===== src/rtl/mem_arbiter.sv =====
// Shares one single-port memory bus between instruction fetch and data access.
// Data normally wins contested grants; fetch is forced through after STARVE_LIMIT data wins.
module mem_arbiter #(
   parameter int DATA_WIDTH     = 32,
   parameter int ADDR_WIDTH     = 32,
   parameter int STARVE_LIMIT   = 4,
   parameter int TIMEOUT_CYCLES = 255
) (
   input  logic                    i_clk,
   input  logic                    i_reset_n,
   input  logic                    i_if_req,
   input  logic [ADDR_WIDTH-1:0]   i_if_addr,
   output logic [DATA_WIDTH-1:0]   o_if_rdata,
   output logic                    o_if_ack,
   input  logic                    i_dm_req,
   input  logic                    i_dm_wr_en,
   input  logic [ADDR_WIDTH-1:0]   i_dm_addr,
   input  logic [DATA_WIDTH-1:0]   i_dm_wdata,
   input  logic [DATA_WIDTH/8-1:0] i_dm_wstrb,
   output logic [DATA_WIDTH-1:0]   o_dm_rdata,
   output logic                    o_dm_ack,
   output logic                    o_mem_valid,
   output logic                    o_mem_wr_en,
   output logic [ADDR_WIDTH-1:0]   o_mem_addr,
   output logic [DATA_WIDTH-1:0]   o_mem_wdata,
   output logic [DATA_WIDTH/8-1:0] o_mem_wstrb,
   input  logic                    i_mem_ready,
   input  logic                    i_mem_rvalid,
   input  logic [DATA_WIDTH-1:0]   i_mem_rdata,
   output logic                    o_err_timeout,
   output logic                    o_busy
);

   localparam int   STRB_W   = DATA_WIDTH / 8;
   localparam int   STARVE_W = $clog2(STARVE_LIMIT + 1);
   localparam int   TMO_W    = $clog2(TIMEOUT_CYCLES + 1);
   localparam logic PORT_IF  = 1'b0;
   localparam logic PORT_DM  = 1'b1;

   typedef enum logic [1:0] {
      IDLE      = 2'd0,
      ISSUE     = 2'd1,
      WAIT_RESP = 2'd2,
      ACK       = 2'd3
   } state_t;

   state_t                  state_r,      state_s;
   logic [STARVE_W-1:0]     starve_cnt_r, starve_cnt_s;
   logic [TMO_W-1:0]        tmo_cnt_r,    tmo_cnt_s;
   logic                    port_r,       port_s;
   logic                    wr_en_r,      wr_en_s;
   logic [ADDR_WIDTH-1:0]   addr_r,       addr_s;
   logic [DATA_WIDTH-1:0]   wdata_r,      wdata_s;
   logic [STRB_W-1:0]       wstrb_r,      wstrb_s;
   logic                    mem_valid_r,  mem_valid_s;
   logic                    if_ack_r,     if_ack_s;
   logic                    dm_ack_r,     dm_ack_s;
   logic [DATA_WIDTH-1:0]   if_rdata_r,   if_rdata_s;
   logic [DATA_WIDTH-1:0]   dm_rdata_r,   dm_rdata_s;
   logic                    err_r,        err_s;
   logic                    busy_r,       busy_s;
   logic                    ack_s;
   logic [DATA_WIDTH-1:0]   ack_rdata_s;

   // Next-state, arbitration and next registered-output computation
   always_comb begin
      state_s      = state_r;
      starve_cnt_s = starve_cnt_r;
      tmo_cnt_s    = tmo_cnt_r;
      port_s       = port_r;
      wr_en_s      = wr_en_r;
      addr_s       = addr_r;
      wdata_s      = wdata_r;
      wstrb_s      = wstrb_r;
      mem_valid_s  = 1'b0;
      if_ack_s     = 1'b0;
      dm_ack_s     = 1'b0;
      if_rdata_s   = '0;
      dm_rdata_s   = '0;
      err_s        = 1'b0;
      ack_s        = 1'b0;
      ack_rdata_s  = '0;

      case (state_r)
         IDLE: begin
            if (i_dm_req && !(i_if_req && (starve_cnt_r == STARVE_W'(STARVE_LIMIT)))) begin
               port_s      = PORT_DM;
               wr_en_s     = i_dm_wr_en;
               addr_s      = i_dm_addr;
               wdata_s     = i_dm_wdata;
               wstrb_s     = i_dm_wstrb;
               state_s     = ISSUE;
               mem_valid_s = 1'b1;
               // only a contested data win counts towards fetch starvation
               if (i_if_req && (starve_cnt_r != STARVE_W'(STARVE_LIMIT))) begin
                  starve_cnt_s = starve_cnt_r + STARVE_W'(1);
               end else begin
                  starve_cnt_s = starve_cnt_r;
               end
            end else if (i_if_req) begin
               port_s       = PORT_IF;
               wr_en_s      = 1'b0;
               addr_s       = i_if_addr;
               wdata_s      = '0;
               wstrb_s      = '1;
               state_s      = ISSUE;
               mem_valid_s  = 1'b1;
               starve_cnt_s = '0;
            end else begin
               state_s = IDLE;
            end
         end
         ISSUE: begin
            if (i_mem_ready) begin
               if (wr_en_r) begin
                  state_s = ACK;
                  ack_s   = 1'b1;
               end else begin
                  state_s   = WAIT_RESP;
                  tmo_cnt_s = '0;
               end
            end else begin
               mem_valid_s = 1'b1;
            end
         end
         WAIT_RESP: begin
            if (i_mem_rvalid) begin
               state_s     = ACK;
               ack_s       = 1'b1;
               ack_rdata_s = i_mem_rdata;
            end else if (tmo_cnt_r == TMO_W'(TIMEOUT_CYCLES - 1)) begin
               state_s   = ACK;
               ack_s     = 1'b1;
               err_s     = 1'b1;
               tmo_cnt_s = tmo_cnt_r + TMO_W'(1);
            end else begin
               tmo_cnt_s = tmo_cnt_r + TMO_W'(1);
            end
         end
         ACK: begin
            state_s = IDLE;
         end
         default: begin
            state_s = IDLE;
         end
      endcase

      if (ack_s) begin
         if (port_r == PORT_DM) begin
            dm_ack_s   = 1'b1;
            dm_rdata_s = ack_rdata_s;
         end else begin
            if_ack_s   = 1'b1;
            if_rdata_s = ack_rdata_s;
         end
      end else begin
         if_ack_s = 1'b0;
         dm_ack_s = 1'b0;
      end

      busy_s = (state_s != IDLE);
   end

   // State, latched command and registered outputs
   always_ff @(posedge i_clk or negedge i_reset_n) begin
      if (!i_reset_n) begin
         state_r      <= IDLE;
         starve_cnt_r <= '0;
         tmo_cnt_r    <= '0;
         port_r       <= 1'b0;
         wr_en_r      <= 1'b0;
         addr_r       <= '0;
         wdata_r      <= '0;
         wstrb_r      <= '0;
         mem_valid_r  <= 1'b0;
         if_ack_r     <= 1'b0;
         dm_ack_r     <= 1'b0;
         if_rdata_r   <= '0;
         dm_rdata_r   <= '0;
         err_r        <= 1'b0;
         busy_r       <= 1'b0;
      end else begin
         state_r      <= state_s;
         starve_cnt_r <= starve_cnt_s;
         tmo_cnt_r    <= tmo_cnt_s;
         port_r       <= port_s;
         wr_en_r      <= wr_en_s;
         addr_r       <= addr_s;
         wdata_r      <= wdata_s;
         wstrb_r      <= wstrb_s;
         mem_valid_r  <= mem_valid_s;
         if_ack_r     <= if_ack_s;
         dm_ack_r     <= dm_ack_s;
         if_rdata_r   <= if_rdata_s;
         dm_rdata_r   <= dm_rdata_s;
         err_r        <= err_s;
         busy_r       <= busy_s;
      end
   end

   assign o_if_rdata    = if_rdata_r;
   assign o_if_ack      = if_ack_r;
   assign o_dm_rdata    = dm_rdata_r;
   assign o_dm_ack      = dm_ack_r;
   assign o_mem_valid   = mem_valid_r;
   assign o_mem_wr_en   = wr_en_r;
   assign o_mem_addr    = addr_r;
   assign o_mem_wdata   = wdata_r;
   assign o_mem_wstrb   = wstrb_r;
   assign o_err_timeout = err_r;
   assign o_busy        = busy_r;

endmodule


===== config.mk =====
export PLATFORM = sky130hd
export DESIGN_NAME = mem_arbiter
export DESIGN_NICKNAME = d
export VERILOG_FILES = /design/src/rtl/mem_arbiter.sv
export SDC_FILE = /design/constraint.sdc
export NUM_CORES = 1
export LEC_CHECK = 0
export ABC_AREA = 1
export CORE_AREA = 4 4 130 132
export CTS_CLUSTER_SIZE = 16
export DETAILED_ROUTE_END_ITERATION = 8
export DIE_AREA = 0 0 134 136
export PLACE_DENSITY_LB_ADDON = 0.08
export SETUP_SLACK_MARGIN = 0.5
export SKIP_LAST_GASP = 1
export SYNTH_ARGS = -nofsm -noshare
export SYNTH_HDL_FRONTEND = slang
export SYNTH_SLANG_ARGS = --single-unit

===== constraint.sdc =====
create_clock -name i_clk -period 1.65 [get_ports i_clk]
set_input_delay 0.33 -clock i_clk [delete_from_list [all_inputs] [get_ports i_clk]]
set_output_delay 0.33 -clock i_clk [all_outputs]
set_load 0.05 [all_outputs]

# Word-level counts from Yosys, hierarchy flattened
# Cells that the tools add are included.
[word_totals]
output_inout_bits = 138
wordCells = 82
inputBits = 139
regBits = 152
[op_classes]
n_addsub = 2
reduce_logical = 11
n_mux = 44
eq_ne = 10
[ops]
columns = ["cell", "count"]
rows = [
  ["$mux 32", 10],
  ["$mux 8", 3],
  ["$mux 1", 19],
  ["$pmux 8 s2", 1],
  ["$mux 3", 3],
  ["$add 8x1->8 const B", 1],
  ["$eq 8x8->1 const B", 1],
  ["$mux 4", 2],
  ["$pmux 2 s4", 1],
  ["$mux 2", 3],
  ["$ne 2x2->1 const B", 3],
  ["$reduce_bool 2->1", 3],
  ["$eq 2x2->1 const B", 2],
  ["$pmux 1 s2", 2],
  ["$reduce_and 4->1", 1],
  ["$add 3x1->3 const B", 1],
  ["$eq 3x3->1 const B", 1],
  ["$logic_and 1x1->1", 3],
  ["$ne 3x3->1 const B", 1],
  ["$reduce_and 3->1", 1],
  ["$eq 2x1->1 const B", 1],
  ["$logic_not 2->1", 1],
  ["$ne 2x1->1 const B", 1],
  ["$reduce_and 2->1", 1],
  ["$logic_not 1->1", 1],
]

# Logic depth before layout (Yosys ltp)
# Gate-level depths: netlist (run 1).
[logic_depth]
ltp_word = 7
depth_mapped = 11
mapped_depth_nobuf = 10

# Worst setup path after synthesis (run 1)
# OpenSTA, ideal clock, no wires.
[synth_timing]
kind = "register to register"
startpoint = "register state_r[0]"
endpoint = "register dm_rdata_r[22] (netlist: o_dm_rdata[22])"
arrival_ns = 1.347
path_slack_ns = 0.186
stages_incl_launch_ff = 11
period_less_slack_ns = 1.464
n_path_buf = 2
setup_ns = 0.117
cell_sequence = "dfrtp_1 > inv_1 > ha_1 > nand2_1 > nand2_1 > inv_2 > nand2_1 > nand2_2 > buf_6 > buf_12 > nor2_4"
[synth_between]
elab_chain_cells = 4
elab_cells_between_ends = 6
classes_between = "2 x eq/ne; 4 x mux"
[synth_lines]
columns = ["element", "line_no", "source"]
rows = [
  ["start, declared", "47", "state_t state_r, state_s;"],
  ["start signal, assigned", "183", "state_r <= state_s;"],
  ["$eq 2x2->1", "84", "case (state_r)"],
  ["$mux 32", "84", ""],
  ["$mux 32", "149", "if (port_r == PORT_DM) begin"],
  ["$mux 32 *", "148", "if (ack_s) begin"],
  ["via dm_rdata_s[22]", "59", "logic [DATA_WIDTH-1:0] dm_rdata_r, dm_rdata_s;"],
  ["end signal, assigned", "195", "dm_rdata_r <= dm_rdata_s;"],
  ["end, declared", "59", ""],
]
# The timed path passes the listed nets; every way through them passes the cells marked *.
# A chain may end at the register's enable or synchronous reset.

# Final worst setup path (run 1)
[layout_timing]
startpoint = "register state_r[0]"
endpoint = "register wdata_r[21] (netlist: o_mem_wdata[21])"
[layout_between]
elab_chain_cells = 2
[layout_lines]
columns = ["element", "line_no", "source"]
rows = [
  ["$logic_not 2->1", "84", ""],
  ["$reduce_and 2->1 (no line)", "n/a", ""],
  ["end signal, assigned", "189", "wdata_r <= wdata_s;"],
  ["end, declared", "53", "logic [DATA_WIDTH-1:0] wdata_r, wdata_s;"],
]
# Every way passes these cells.

==> results of run 1 <==
[Yosys cell counts (all sizes together)]
master	instances
a21oi	67
buf	25
clkbuf	14
clkinv	1
dfrtp	152
ha	7
inv	59
nand2	239
nand3	14
nand4	4
nor2	138
o21ai	9
o21bai	1
o22ai	4
o31ai	1
or2	1
xor2	1
[area by class of cell]
| cell class | instances | area, um2 |
|---|---|---|
| clock buffer | 23 | 488 |
| clock inverter | 8 | 119 |
| fill | 1088 | 3740 |
| inverter | 60 | 248 |
| multi-input combinational | 486 | 2820 |
| sequential | 152 | 3800 |
| tap | 216 | 270 |
| timing repair buffer | 370 | 4230 |
[kinds of logic (layout without fill, tap and decap cells)]
group           count (synthesis)  after routing
compound gates                 82             82
xor+xnor                        1              1
fa+ha+maj                       7              7
buf+inv                        99            461
flops                         152            152
simple gates                  396            396
[state kept, by name, summed over array words and instances (netlist names)]
| name | flops |
|---|---|
| o_dm_rdata | 32 |
| o_if_rdata | 32 |
| o_mem_addr | 32 |
| o_mem_wdata | 32 |
| tmo_cnt_r | 8 |
| o_mem_wstrb | 4 |
| starve_cnt_r | 3 |
| state_r | 2 |
| o_busy | 1 |
| o_dm_ack | 1 |
| o_err_timeout | 1 |
| o_if_ack | 1 |
| o_mem_valid | 1 |
| o_mem_wr_en | 1 |
| port_r | 1 |
[worst register-to-register path, cell delays in order (launching register included)]
cell and delay (ns):
dfrtp_1 0.38, inv_2 0.10, buf_12 0.11, ha_4 0.17, nand2_4 0.08, nand2_8 0.12
inv_8 0.08, buf_8 0.14, clkbuf_16 0.17, nand2_1 0.06, nand2_1 0.06
[power by group through the flow]
stage	Combinational (mW)	Sequential (mW)	Clock (mW)
global placement	8.39	5.28	0
floorplan	2.60	8.32	0
detailed placement	8.45	5.28	0
CTS	10.6	5.39	4.08
global route	12.2	5.53	4.22
finish	11.6	5.43	4.02
[cells in the final DEF (no fill, tap or decap), types with 20 or more instances in the layout]
cell and count:
nor2_1 79, buf_4 47, buf_12 20, dfrtp_1 151, nand2_2 25, clkbuf_16 22
nor2_4 51, nand2_1 206, inv_1 46, clkdlybuf4s50_1 137, a21oi_1 42, a21oi_2 20
buf_6 148
[per-layer routing]
metal	part of all wire (%)	up-vias	global-route usage, %	wire length (um)
met1	39	3013	28.5	8910
met4	1.9	4	7.94	444
met3	9.5	36	10.2	2190
li1	-	2965	-	-
met5	0.12	-	0	27
met2	49	238	39.9	11300
[how the worst max path moves through the flow]
stage	cells after the start	endpoint	slack, ns	startpoint
after detailed placement	7	o_mem_addr[0]	-0.09	i_if_req
after global routing	9	o_mem_wstrb[1]	0.03	state_r[0]
after global placement	7	o_mem_addr[0]	-0.07	i_if_req
after CTS	10	o_dm_rdata[2]	0.12	state_r[0]
final	10	o_mem_wdata[21]	0.08	state_r[0]
after floorplan	10	o_dm_rdata[22]	0.27	state_r[1]
[through the flow]
step / setup WS, ns / total power, mW / std cells / TNS, ns
floorplan: 0.269 / 10.9 / 737 / 0
global placement: -0.0685 / 13.7 / 1218 / -0.929
detailed placement: -0.0875 / 13.7 / 1218 / -2.22
CTS: 0.123 / 20.1 / 1289 / 0
global route: 0.0311 / 21.9 / 1315 / 0
finish: 0.0758 / 21.1 / 1315 / 0
[repair_timing]
| action | CTS | global route |
|---|---|---|
| gates cloned | 10 | 6 |
| pin swaps | 11 | 8 |
| gates resized for setup | 225 | 60 |
| setup buffers | 29 | 20 |
| hold buffers | 1 | 0 |
| setup endpoints to repair | 289 | 290 |
| hold endpoints to repair | 33 | 0 |
==> metrics.txt, run 1 <==
status completed; Final HPWL DP between 10000 and 15000 um; share of power burned in registers between 20% and 30%; largest net degree at the start of global routing 39; Area after DPL around 9500 um2; Initial Util approximately 42%; worst r2r src state_r[0]; CP arrival 1.89 ns; Synth-to-Final Area Change 80.8%; pins over their slew limit 0; XOR/XNOR share of the synthesized area less than 1%; mux contribution to synthesized area 0%; Post-Syn Area per Cell about 9 um2; H-tree levels 4; hold_ws between 0.4 and 0.5 ns; layout net count about 1.2k; vias in the first global route about 6.3k; cell mode on critical path nand2_1; clock transition at the registers of the reported paths approximately 0.06 ns; global route total overflow 0; Crit Reg-Reg Endpoint o_mem_wdata[21]; Max FO, Critical Path 9; Buffers on Ports 276; most area-hungry cell type in the Yosys netlist dfrtp_1; top-area cell type share of the netlist area 57.4%; vias after detailed routing about 6.3k; simple-gate portion of the synthesized area 27.7%; synth unique cells 25; final WL approximately 23000 um; FF-to-FF setup slack around 0.076 ns; DR DRC count 0; Skew-Pair Late Insertion Delay 0.42 ns; worst vdd ir 1.38 mV; layout cells sized above 1 37.0%; first-pass GRT wire length between 30000 and 40000 um; Hold Crit Class in2async; Crit-path slowest cell dfrtp_1; CTS Buffer Depth 2; Pleak between 5 and 6 nW; CTS sink count 152; largest family of logic cells by synthesized area simple AND/OR/NAND/NOR gates; final hold vios 0; DR vias/cell ~4.8; Comb pwr share 55.2%; max_slew headroom between 70 and 80%; worst reg2reg path depth 10; actual slew at the worst max-slew pin about 0.41 ns; Clock Skews roughly 0.0096 ns; CP delay by family, top buffers and inverters; initial antenna violation count 2; synthesized area ~6600 um2; FMAX between 600 and 700 MHz; Tmin final about 1.6 ns; Seq/Total Area, Yosys between 50% and 60%; Critical Path RT 1.96 ns; Die W roughly 130 um; sw power between 9 and 10 mW; Crit path buffers/inverters 5; Ports ~280; Switching Share a little over two fifths; Post-Synth Adder-Cell Area 1.32%; flop and latch count out of synthesis approximately 150; root buffer cell clkbuf_16; Crit Path Class reg2reg; internal cell power between 10 and 15 mW; slowest cell delay on critical path ~0.38 ns; Tcrit/Tclk final 95.4%; DRT Pass-1 Iters 5; RSZ-0062 raised after global routing yes; cell-by-cell trace of the critical path inv_2, buf_12, ha_4, nand2_4, nand2_8, inv_8, buf_8, clkbuf_16, nand2_1, nand2_1; Pwr Density between 1500 and 2000 nW/um2; Cells after Synth between 700 and 800; Compound-Gate Fraction of Synth Area around 6.3%; Synthesized Nets 883; gpl congestion around 0.81; final setup fails 0; synthesis warning total 0; CTS tree built; Global Route Usage Sum 24.1%; Routed Antenna Nets 0; Synth area leaders dfrtp_1 57%, nand2_1 13%, nor2_4 7.0%, nor2_1 5.4%, a21oi_1 5.1%; startpoint class of the critical path register; Core Footprint ~16000 um2; Clock power frac 19.1%; design area 12000 um2; Max Cap Viol 0; # rows 46; CTS buffer count 17; WL per Instance 17.4 um; die area approximately 18000 um2; 1st-iter DRT viols a little under 300; Core Util, Final between 70% and 80%; Setup crit end kind register; Inserted Diodes 0; DIE HEIGHT ~140 um
No activity file was read; power rests on OpenSTA's default activity.
==> run 2, diff against run 1 <==
Settings changed: PLACE_DENSITY set to 0.89, PLACE_DENSITY_LB_ADDON 0.08 to not set.
==> run 2 against run 1 <==
  * The run now ends with negative setup slack left
  * Utilization up 3.5 points
  * Combinational power grew 10%
  * Wire length is 13% higher
  * Cell area rose by 4.6%
  * Sequential share of layout area shrank 1.4 points
  * Flip-flop and latch count unchanged
  * Sequential power grew 1%
  * Worst hold slack got worse by 0.063 ns
  * Die area stayed put
  * Largest cell class unchanged
  * Highest routed layer is now met4
==> metrics.txt, run 2 (same netlist as run 1, synthesis figures left out) <==
status complete, but fails checks; failing checks negative setup slack; DP Worst Slack -0.0461 ns; startpoint class of the critical path register; design area ~13000 um2; fill count about 820; FMAX about 600 MHz; Routed Antenna Nets 0; final hold vios 0; Max Cap Viol 0; vias after detailed routing between 6k and 7k; total power about 22 mW; Die W 134 um; Critical Path RT around 2.0 ns; first-pass GRT wire length around 35000 um; initial antenna violation count 0; Max FO, Critical Path 7; Clock Skews around 0.010 ns; Tcrit/Tclk final 101%; root buffer cell clkbuf_16; cell mode on critical path buf_12; final setup fails 1; layout net count between 1k and 1.5k; # rows 46; DR DRC count 0; Ports ~280; Core Util, Final about four fifths; 1st-iter DRT viols 362; Inserted Diodes 0; global route total overflow 0; final WL around 26000 um; Final HPWL DP ~14000 um; most frequent cells in the layout 203 x nand2_1, 151 x dfrtp_1, 146 x buf_6, 137 x clkdlybuf4s50_1, 76 x nor2_4; max_slew headroom 78.0%; H-tree levels 4; Tmin final 1.66 ns; WL per Instance 19.2 um; Register Area between 3000 and 4000 um2; Global Route Usage Sum approximately 25%; layout cells sized above 1 a little over two fifths; largest net degree at the start of global routing just under 60; slowest cell delay on critical path 0.39 ns; gpl congestion between 0.7 and 0.8; Area after DPL 9470 um2; CTS Buffer Depth 2; CP arrival around 2 ns; worst vdd ir around 1.3 mV; CTS tree built; Crit Path Class reg2reg; CTS buffer count 17; CTS sink count between 150 and 200; Synth-to-Final Area Change 89.0%; cell-by-cell trace of the critical path inv_2, buf_6, ha_4, nand2_4, nand2_8, buf_12, buf_12, nor2_1, a21oi_1; RSZ-0062 raised after global routing yes; Core Footprint 15700 um2; final worst slack -0.0146 ns; commonest non-fill, non-tap cell in the layout nand2_1; DRT Pass-1 Iters 7; Hold Crit Class in2async; Buffers on Ports about 280; clock transition at the registers of the reported paths about 0.070 ns; Pleak between 5 and 6 nW; DIE HEIGHT roughly 140 um; Setup crit end kind register; Initial Util roughly 42%; Crit-path slowest cell dfrtp_1; Pwr Density 1790 nW/um2; die area approximately 18000 um2; vias in the first global route 6846; Skew-Pair Late Insertion Delay roughly 0.42 ns; actual slew at the worst max-slew pin approximately 0.33 ns; area occupied by multi-input gates between 3000 and 4000 um2; DR vias/cell approximately 5; pins over their slew limit 0
run 2: cell count changes in the layout (fill, tap and decap cells not counted), sizes merged:
cell | previous run | this run
clkinv | 6 | 4
nand2 | 239 | 240
clkbuf | 28 | 26
inv | 59 | 63
buf | 227 | 249
clkinvlp | 0 | 2
run 2: through the flow:
stage                     TNS (ns)  cells  hold WS [ns]
after floorplan                  0    737        0.0344
after global placement      -0.952   1220         0.229
after detailed placement     -1.10   1220         0.232
after CTS                        0   1302         0.346
after global routing       -0.0641   1340         0.365
final                      -0.0146   1340         0.341
run 2: routing by layer:
| metal | vias up | track usage (%) | wire [um] |
|---|---|---|---|
| li1 | 3019 | - | - |
| met1 | 3324 | 27.6 | 9400 |
| met2 | 289 | 43.8 | 13600 |
| met3 | 68 | 7.55 | 1940 |
| met4 | 0 | 10.0 | 846 |
| met5 | - | 0 | 0 |
run 2: final cells by class:
| type | count | share of cell area (%) |
|---|---|---|
| timing repair buffer | 393 | 35.1 |
| sequential | 152 | 30.4 |
| multi-input combinational | 487 | 25.4 |
| clock buffer | 20 | 3.65 |
| tap | 216 | 2.16 |
| inverter | 60 | 2.06 |
| clock inverter | 12 | 1.30 |
run 2: critical path: cells and delay by family (launching register included):
| kind | cells | cell delay [ns] |
|---|---|---|
| buffers and inverters | 4 | 0.50 |
| DFF | 1 | 0.39 |
| and+or+nand+nor | 3 | 0.27 |
| adders and majority gates | 1 | 0.17 |
| AOI/OAI and AO/OA | 1 | 0.23 |
run 2: worst paths after layout:
path	startpoint	end	slack [ns]	cells past startpoint
setup / recovery	state_r[0]	o_mem_addr[6]	-0.01	9
hold / removal	i_reset_n	o_mem_addr[11]	0.34	2
setup reg to reg	state_r[0]	o_mem_addr[6]	-0.01	9
hold reg to reg	o_mem_wdata[19]	o_mem_wdata[19]	0.51	2
max in group asynchronous	i_reset_n	o_mem_wdata[5]	0.68	3
min in group i_clk	i_dm_wdata[11]	o_mem_wdata[11]	0.45	3
run 2: where the power goes:
| part | leakage [nW] | internal, mW | switching, mW |
|---|---|---|---|
| sequential | 1.98 | 4.69 | 0.816 |
| combinational | 3.40 | 5.32 | 7.45 |
| clock | 0.298 | 2.49 | 1.64 |
| total | 5.67 | 12.5 | 9.91 |
run 2: repair_timing:
item,in CTS,in global routing
setup endpoints to repair,289,290
hold buffers,1,0
setup buffers,37,31
cloned,12,7
pin swaps,10,5
resized for setup,226,158
hold endpoints to repair,25,0
==> run 3, diff against run 2 <==
Settings changed: CORE_AREA 4 4 130 132 to 4 4 130 144, DIE_AREA 0 0 134 136 to 0 0 134 148, PLACE_DENSITY 0.89 to 0.86.
Clock period 1.65 ns to 1.4 ns, I/O delays scaled along.
==> run 3 against run 2 <==
  * The run ends with negative hold slack, negative setup slack left
  * Sequential share of layout area fell by 2.0 points
  * Clock skew shrank 0.0031 ns
  * Wire length rose by 6.0%
  * Die area rose by 8.8%
  * Register-to-register slack worse by 0.24 ns
  * Utilization decreased by 1.1 points
  * Largest cell class unchanged
  * Highest routed layer unchanged
==> metrics.txt, run 3 (same netlist as run 1, synthesis figures left out) <==
Crit Path Class reg2reg; pins over their slew limit 0; Max FO, Critical Path 6; die area between 15000 and 20000 um2; layout cells sized above 1 between 40% and 50%; CP arrival 2.02 ns; Critical Path RT around 1.8 ns; non-filler cells in the finished layout around 1.3k; layout net count 1248; commonest non-fill, non-tap cell in the layout nand2_1; gpl congestion between 0.8 and 0.9; root buffer cell clkbuf_16; FMAX between 600 and 700 MHz; Buffers on Ports approximately 280; Tcrit/Tclk final 118%; Clock Skews between 0.007 and 0.008 ns; DR vias/cell 4.99; worst vdd ir around 1.6 mV; Register Area approximately 3800 um2; Core Util, Final around four fifths; hold_ws -0.286 ns; vias after detailed routing slightly below 7k; DIE HEIGHT approximately 150 um; Pwr Density 2060 nW/um2; Initial Util about two fifths; Synth-to-Final Area Change 103%; final hold vios 22; first-pass GRT wire length a little under 40000 um; fill count 920; CTS buffer count 17; clock transition at the registers of the reported paths around 0.060 ns; max_slew headroom a little under 80%; CTS Buffer Depth 2; actual slew at the worst max-slew pin 0.319 ns; area occupied by multi-input gates approximately 2900 um2; final WL ~27000 um; Routed Antenna Nets 0; status complete, but fails checks; # rows 50; Inserted Diodes 0; largest net degree at the start of global routing 56; Global Route Usage Sum between 20 and 30%; Pleak between 5 and 6 nW; most frequent cells in the layout 215 x nand2_1, 153 x buf_12, 149 x dfrtp_1, 137 x clkdlybuf4s50_1; CTS tree built; failing checks negative hold slack, negative setup slack; global route total overflow 0; Core Footprint between 15000 and 20000 um2; DP Worst Slack -0.341 ns; Die W roughly 130 um; WL per Instance 20.2 um; Ports roughly 280; Final HPWL DP 16600 um; vias in the first global route roughly 7.2k; initial antenna violation count 0; DRT Pass-1 Iters 5; final setup fails approximately 150; total power about 28 mW; cell count after placement roughly 1.3k; Setup crit end kind register; Skew-Pair Late Insertion Delay around 0.43 ns; final worst slack -0.252 ns; Tmin final about 1.7 ns; RSZ-0062 raised after global routing yes; 1st-iter DRT viols between 400 and 500; Max Cap Viol 0; Final TNS setup -24.92 ns; Hold Crit Class in2async; DR DRC count 0; startpoint class of the critical path register; H-tree levels 4; CTS sink count between 150 and 200
[run 3: per-layer routing]
metal	part of all wire, %	up-vias	track usage, %	wire (um)
li1	-	3003	-	-
met1	33	3290	26.3	9030
met2	54	361	47.2	14800
met3	8.6	82	8.95	2350
met4	4.2	0	11.8	1140
met5	0	-	0	0
[run 3: final timing paths]
path                                     start         endpoint  slack (ns)  depth (start not counted)
max in group asynchronous            i_reset_n   o_mem_addr[15]        1.06                          2
worst min register to register    tmo_cnt_r[7]     tmo_cnt_r[7]        0.54                          2
min in group i_clk              i_dm_wdata[11]  o_mem_wdata[11]        0.38                          3
worst max-delay path                state_r[0]    o_dm_rdata[1]       -0.25                         10
worst max register to register      state_r[0]    o_dm_rdata[1]       -0.25                         10
worst min-delay path                 i_reset_n  o_mem_wdata[18]       -0.29                          1
[run 3: worst max-delay path: stages (launching register included)]
cell and delay (ns):
dfrtp_1 0.40, inv_2 0.10, ha_4 0.18, nand2_2 0.06, nor2_2 0.13, nand2_2 0.10, nand2_2 0.09, nand2_4 0.10
buf_8 0.16, clkbuf_16 0.17, nor2_4 0.10
[run 3: where the power goes]
group	switching (mW)	total (mW)	internal (mW)
Sequential	1.28	6.81	5.53
Clock	1.88	4.97	3.09
Combinational	8.34	15.9	7.54
[run 3: area by class of cell]
cell class                      instances  area share [%]
Timing Repair Buffer                  385            41.2
Clock inverter                         11            1.27
Sequential cell                       152            28.4
Inverter                               60            1.86
Tap cell                              234            2.18
Multi-Input combinational cell        486            21.7
Clock buffer                           21            3.43
[run 3: repair_timing]
item,4_1_cts,5_1_grt
endpoints found under the hold margin,22,22
setup buffers,24,20
setup endpoints to repair,290,290
resized for setup,102,74
pin swaps,9,19
gates cloned,9,7
[run 3: stage by stage]
step,cell area (um2),hold WS (ns)
6_report,13400,-0.286
5_1_grt,13400,-0.293
4_1_cts,12800,-0.289
3_5_place_dp,11400,0.170
3_3_place_gp,11400,0.169
2_1_floorplan,6790,-0.0156
